**config.mk**
```make
export PLATFORM = sky130hd
export DESIGN_NAME = rr_grant_scheduler
export DESIGN_NICKNAME = d
export VERILOG_FILES = /design/src/rtl/rr_sched_pkg.sv /design/src/rtl/rr_pick.sv /design/src/rtl/rr_grant_scheduler.sv
export SDC_FILE = /design/constraint.sdc
export NUM_CORES = 1
export LEC_CHECK = 0
export ABC_AREA = 1
export BUFFER_PORTS_ARGS = -buffer_cell sky130_fd_sc_hd__buf_2
export CAP_MARGIN = 10
export CORE_UTILIZATION = 34
export CTS_BUF_LIST = sky130_fd_sc_hd__clkbuf_16
export DETAILED_ROUTE_END_ITERATION = 12
export PLACE_DENSITY = 0.59
export SYNTH_ARGS = -nofsm -noshare
export SYNTH_HDL_FRONTEND = slang
export SYNTH_SLANG_ARGS = --single-unit
```
**constraint.sdc**
```tcl
create_clock -name clk -period 2.3 [get_ports clk]
set_clock_uncertainty 0.2 [all_clocks]
set_input_delay 0 -clock clk [delete_from_list [all_inputs] [get_ports clk]]
set_output_delay 0 -clock clk [all_outputs]
set_load 0.1 [all_outputs]
```
**src/rtl/rr_sched_pkg.sv**
```systemverilog
// Shared types and helpers for the round-robin grant scheduler.
package rr_sched_pkg;

   typedef enum logic {
      IDLE  = 1'b0,
      GRANT = 1'b1
   } state_t;

   localparam int DEF_NUM_REQ   = 4;
   localparam int DEF_MAX_BURST = 8;

   // Binary index of the set bit of a one-hot vector; 0 for an all-zero vector.
   function automatic int unsigned onehot_to_index(input logic [31:0] vec);
      int unsigned idx;
      idx = 32'd0;
      for (int unsigned i = 0; i < 32; i++) begin
         idx = idx | (vec[i] ? i : 32'd0);
      end
      return idx;
   endfunction

endpackage

```
**src/rtl/rr_pick.sv**
```systemverilog
// Combinational circular priority picker: first set req bit at or above ptr, wrapping.
module rr_pick
   import rr_sched_pkg::*;
#(
   parameter int N = DEF_NUM_REQ
) (
   input  logic [N-1:0] req,
   input  logic [N-1:0] ptr,
   output logic [N-1:0] pick,
   output logic         found
);

   localparam int IW = $clog2(N);

   logic [IW-1:0] base;
   logic [IW-1:0] idx;
   logic          hit;

   // Walk N positions from the pointer; index arithmetic wraps because N is a power of two.
   always_comb begin
      base  = '0;
      idx   = '0;
      hit   = 1'b0;
      pick  = '0;
      found = 1'b0;
      for (int i = 0; i < N; i++) begin
         base = base | (ptr[i] ? IW'(i) : '0);
      end
      for (int off = 0; off < N; off++) begin
         idx       = base + IW'(off);
         hit       = req[idx] & ~found;
         pick[idx] = hit;
         found     = found | hit;
      end
   end

endmodule

```
**src/rtl/rr_grant_scheduler.sv**
```systemverilog
// Round-robin scheduler with registered one-hot grant and binary grant id.
// Optional burst limit enabled by defining BURST_LIMIT_EN.
module rr_grant_scheduler
   import rr_sched_pkg::*;
#(
   parameter int NUM_REQ   = DEF_NUM_REQ,
   parameter int ID_W      = 2,
   parameter int MAX_BURST = DEF_MAX_BURST,
   parameter int CNT_W     = 4
) (
   input  logic               clk,
   input  logic               rst,
   input  logic [NUM_REQ-1:0] req,
   output logic [NUM_REQ-1:0] grant,
   output logic [ID_W-1:0]    grant_id,
   output logic               grant_valid
);

   if (ID_W != $clog2(NUM_REQ) || CNT_W < $clog2(MAX_BURST)) begin : g_cfg_check
      $error("rr_grant_scheduler: inconsistent ID_W/CNT_W parameters");
   end

   state_t             state;
   state_t             state_nxt;
   logic [NUM_REQ-1:0] ptr;
   logic [NUM_REQ-1:0] grant_nxt;
   logic [NUM_REQ-1:0] pick_req;
   logic [NUM_REQ-1:0] pick;
   logic               found;
   logic               owner_req;
   logic               new_grant;
   logic               preempt;

`ifdef BURST_LIMIT_EN
   logic [CNT_W-1:0]   cnt;
   logic               cnt_max;

   assign cnt_max = (cnt == CNT_W'(MAX_BURST - 1));
   assign preempt = cnt_max & found;
`else
   assign preempt = 1'b0;
`endif

   // The owner is masked out so a burst rotation never re-picks it.
   assign pick_req  = (state == GRANT) ? (req & ~grant) : req;
   assign owner_req = |(req & grant);

   rr_pick #(.N(NUM_REQ)) u_pick (
      .req   (pick_req),
      .ptr   (ptr),
      .pick  (pick),
      .found (found)
   );

   // Next-state and next-grant decision.
   always_comb begin
      state_nxt = state;
      grant_nxt = grant;
      new_grant = 1'b0;
      case (state)
         IDLE: begin
            if (found) begin
               new_grant = 1'b1;
            end else begin
               grant_nxt = '0;
            end
         end
         GRANT: begin
            if (!owner_req || preempt) begin
               if (found) begin
                  new_grant = 1'b1;
               end else begin
                  state_nxt = IDLE;
                  grant_nxt = '0;
               end
            end else begin
               grant_nxt = grant;
            end
         end
         default: begin
            state_nxt = IDLE;
            grant_nxt = '0;
         end
      endcase
      if (new_grant) begin
         state_nxt = GRANT;
         grant_nxt = pick;
      end else begin
         grant_nxt = grant_nxt;
      end
   end

   // State, pointer and registered grant outputs.
   always_ff @(posedge clk or negedge rst) begin
      if (!rst) begin
         state       <= IDLE;
         ptr         <= {{(NUM_REQ-1){1'b0}}, 1'b1};
         grant       <= '0;
         grant_id    <= '0;
         grant_valid <= 1'b0;
      end else begin
         state       <= state_nxt;
         grant       <= grant_nxt;
         grant_id    <= ID_W'(onehot_to_index(32'(grant_nxt)));
         grant_valid <= |grant_nxt;
         if (new_grant) begin
            ptr <= {pick[NUM_REQ-2:0], pick[NUM_REQ-1]};
         end else begin
            ptr <= ptr;
         end
      end
   end

`ifdef BURST_LIMIT_EN
   // Burst counter: cleared on each new grant, saturates at MAX_BURST-1 while held.
   always_ff @(posedge clk or negedge rst) begin
      if (!rst) begin
         cnt <= '0;
      end else if (new_grant) begin
         cnt <= '0;
      end else if (state == GRANT && owner_req && !cnt_max) begin
         cnt <= cnt + CNT_W'(1);
      end else begin
         cnt <= cnt;
      end
   end
`endif

endmodule

```
==> flow_summary.ini <==
[outcome]
status = finished, final reports clean

[grt]
antenna_found_initial = 0
grt_pass1_vias = 936
grt_first_pass_wirelength_um = 4000
grtUsageTotal_pct = 15.7
grt_max_degree = 12
gr-total-overflow = 0

[placed_design]
dp_hpwl_um = 1840
place_ws_ns = 0.0914
io_buffers = 12
globalplace.congestion = 0.855
placed_area_sq_um = 1190

[synthesis]
synth_nets = 163
synth_top_area_share_pct = 25.8
ys_top_cells_by_area = dfrtp_1 (26%), nand2_1 (16%), ha_1 (9.4%)
synth_cell_type_count = 20
synth_area_per_cell_sq_um = 7.16
syn_inst = 149
ys_seq_elements = 11
syn_area_sq_um = 1070
yosysWarnings = 0
synth_top_area_cell = dfrtp_1
ys_seq_area_share_pct = 25.8

[min_path]
hp-start = req[3]
hold_class = in2reg

[timing]
hold_ws_ns = 0.127
max_freq_mhz = 452
hold_viol_final = 0
setup_viol = 0
worst_pin_slew_ns = 0.479
drv_slew = 0
post-route-period-util_pct = 96.2
finalCriticalPeriod_ns = 2.21
setup_slack_ns = 0.0864
maxSlewHeadroom_pct = 67.9

[detailed_routing]
drtIter0Drc = 34
wl_per_cell_um = 11.4
avgViaCountPerCell = 4.91
postRouteAntennaNets = 0
vias = 987
totalWireLength_um = 2300
dr.pass1.iters = 4
drc = 0

[layout]
final_util_pct = 45.8
fin_area_sq_um = 1310
areaGrowthSynthToFinish_pct = 22.4
n_antenna_cell = 0
layout-drive-gt1-share_pct = 32.9
fin_nets = 185

[worst_setup_path]
start_kind = flip-flop
cp_slowest_cell = dfrtp_1
critical_path.startpoint = ptr[3]
criticalPathCategory = reg2reg
path_cells = nor2_2, inv_2, ha_4, inv_1, nand3_2, nand2_4, nor2_8, buf_4, nand3_1, nand3_1, nand2_2, nand2_2, nor2_1, nand2_1
r2r-start = ptr[3]
path_max_fanout = 4
cp.required_ns = 2.22
crit_path_end_kind = flip-flop
critPathTopFamily = simple AND/OR/NAND/NOR gates
crit_path_max_incr_delay_ns = 0.43
reg2reg_setup_slack_ns = 0.09
crit_buf_inv = 3
arrival_ns = 2.14

[floorplan]
fp.dieH_um = 58.0
start_util_pct = 37.4
core-area_sq_um = 2850
rows = 19
dieArea_sq_um = 3370
die_w_um = 58.0
pin_count = 13

[cts]
clkTransAtPathRegs_ns = 0.04
cts_root_buf = clkbuf_16
ctsHtreeMaxLevel = 1
clk_latency_ns = 0.24
cts_made_buffers = 3
clk_path_buf_depth = 2
cts.sinks = 11
tritoncts = built

[job]
drv_cap = 0
-- worst min-delay path, stage by stage --
cell and delay (ns):
buf_2 0.10, nand3_1 0.09, nand3_1 0.09, nand2_2 0.11, nand4_1 0.13
-- metal layers --
metal  share of wire [%]  GRT usage, %  vias to the layer above
met4                 1.6          7.48                        0
li1                    -             -                      510
met5                   0             0                        -
met1                  48          21.1                      444
met3                 3.6          3.35                        4
met2                  47          24.0                       29
-- cells in the mapped netlist, drive strengths merged --
cell type	n
a22o	2
buf	1
dfrtp	11
ha	8
inv	26
nand2	57
nand3	26
nand4	2
nor2	10
o21ai	5
or2	1
-- cell usage in the layout (no fill, tap or decap), types with 3 or more instances in the layout --
master     synthesis  layout
buf_2              0      12
buf_4              1       4
clkbuf_16          0       3
dfrtp_1           11       7
dfrtp_2            0       4
ha_1               8       7
inv_1             22      21
inv_2              4       5
nand2_1           46      46
nand2_2            5       5
nand2_4            6       6
nand3_1           19      19
nand3_2            6       6
nor2_2             5       5
o21ai_1            4       4
-- through the flow --
step / cells / TNS [ns]
global placement: 194 / 0
floorplan: 149 / 0
finish: 201 / 0
detailed placement: 194 / 0
global route: 201 / -0.0480
CTS: 200 / 0
-- area by class of cell --
| type | instances | area, sq um |
|---|---|---|
| fillers | 279 | 1550 |
| clock buffers | 3 | 75.1 |
| flip-flops and latches | 11 | 280 |
| repair buffers | 18 | 110 |
| inverters | 26 | 97.6 |
| well taps | 31 | 38.8 |
| clock inverters | 1 | 5.00 |
| multi-input cells | 111 | 699 |
-- sequential cells by signal (all words and copies together), names as in the netlist --
signal and cells:
ptr 3, state 1, grant_id 2, grant 4, grant_valid 1
-- logic make-up after synthesis --
family                     after synthesis  synth area share, %
and+or+nand+nor                         96                 51.0
AOI/OAI and AO/OA                        7                 3.99
adders and majority gates                8                 9.38
buffers and inverters                   27                 9.85
DFF                                     11                 25.8
-- worst paths after layout --
| check | cells past startpoint | endpoint |
|---|---|---|
| setup / recovery | 14 | grant_valid |
| hold / removal | 5 | state |
| setup reg to reg | 14 | grant_valid |
| hold reg to reg | 2 | ptr[2] |
| max in group asynchronous | 3 | grant[2] |
| min in group asynchronous | 3 | ptr[2] |
-- repair_timing --
action / CTS / global route
hold endpoints to repair: 11 / 0
hold buffers: 2 / 0
setup buffers: 0 / 1
endpoints found under the setup margin: 0 / 2
resized for setup: 0 / 2
Power is not shown: default switching activity piles up to over one toggle a cycle in this logic, so the estimate is an artifact.
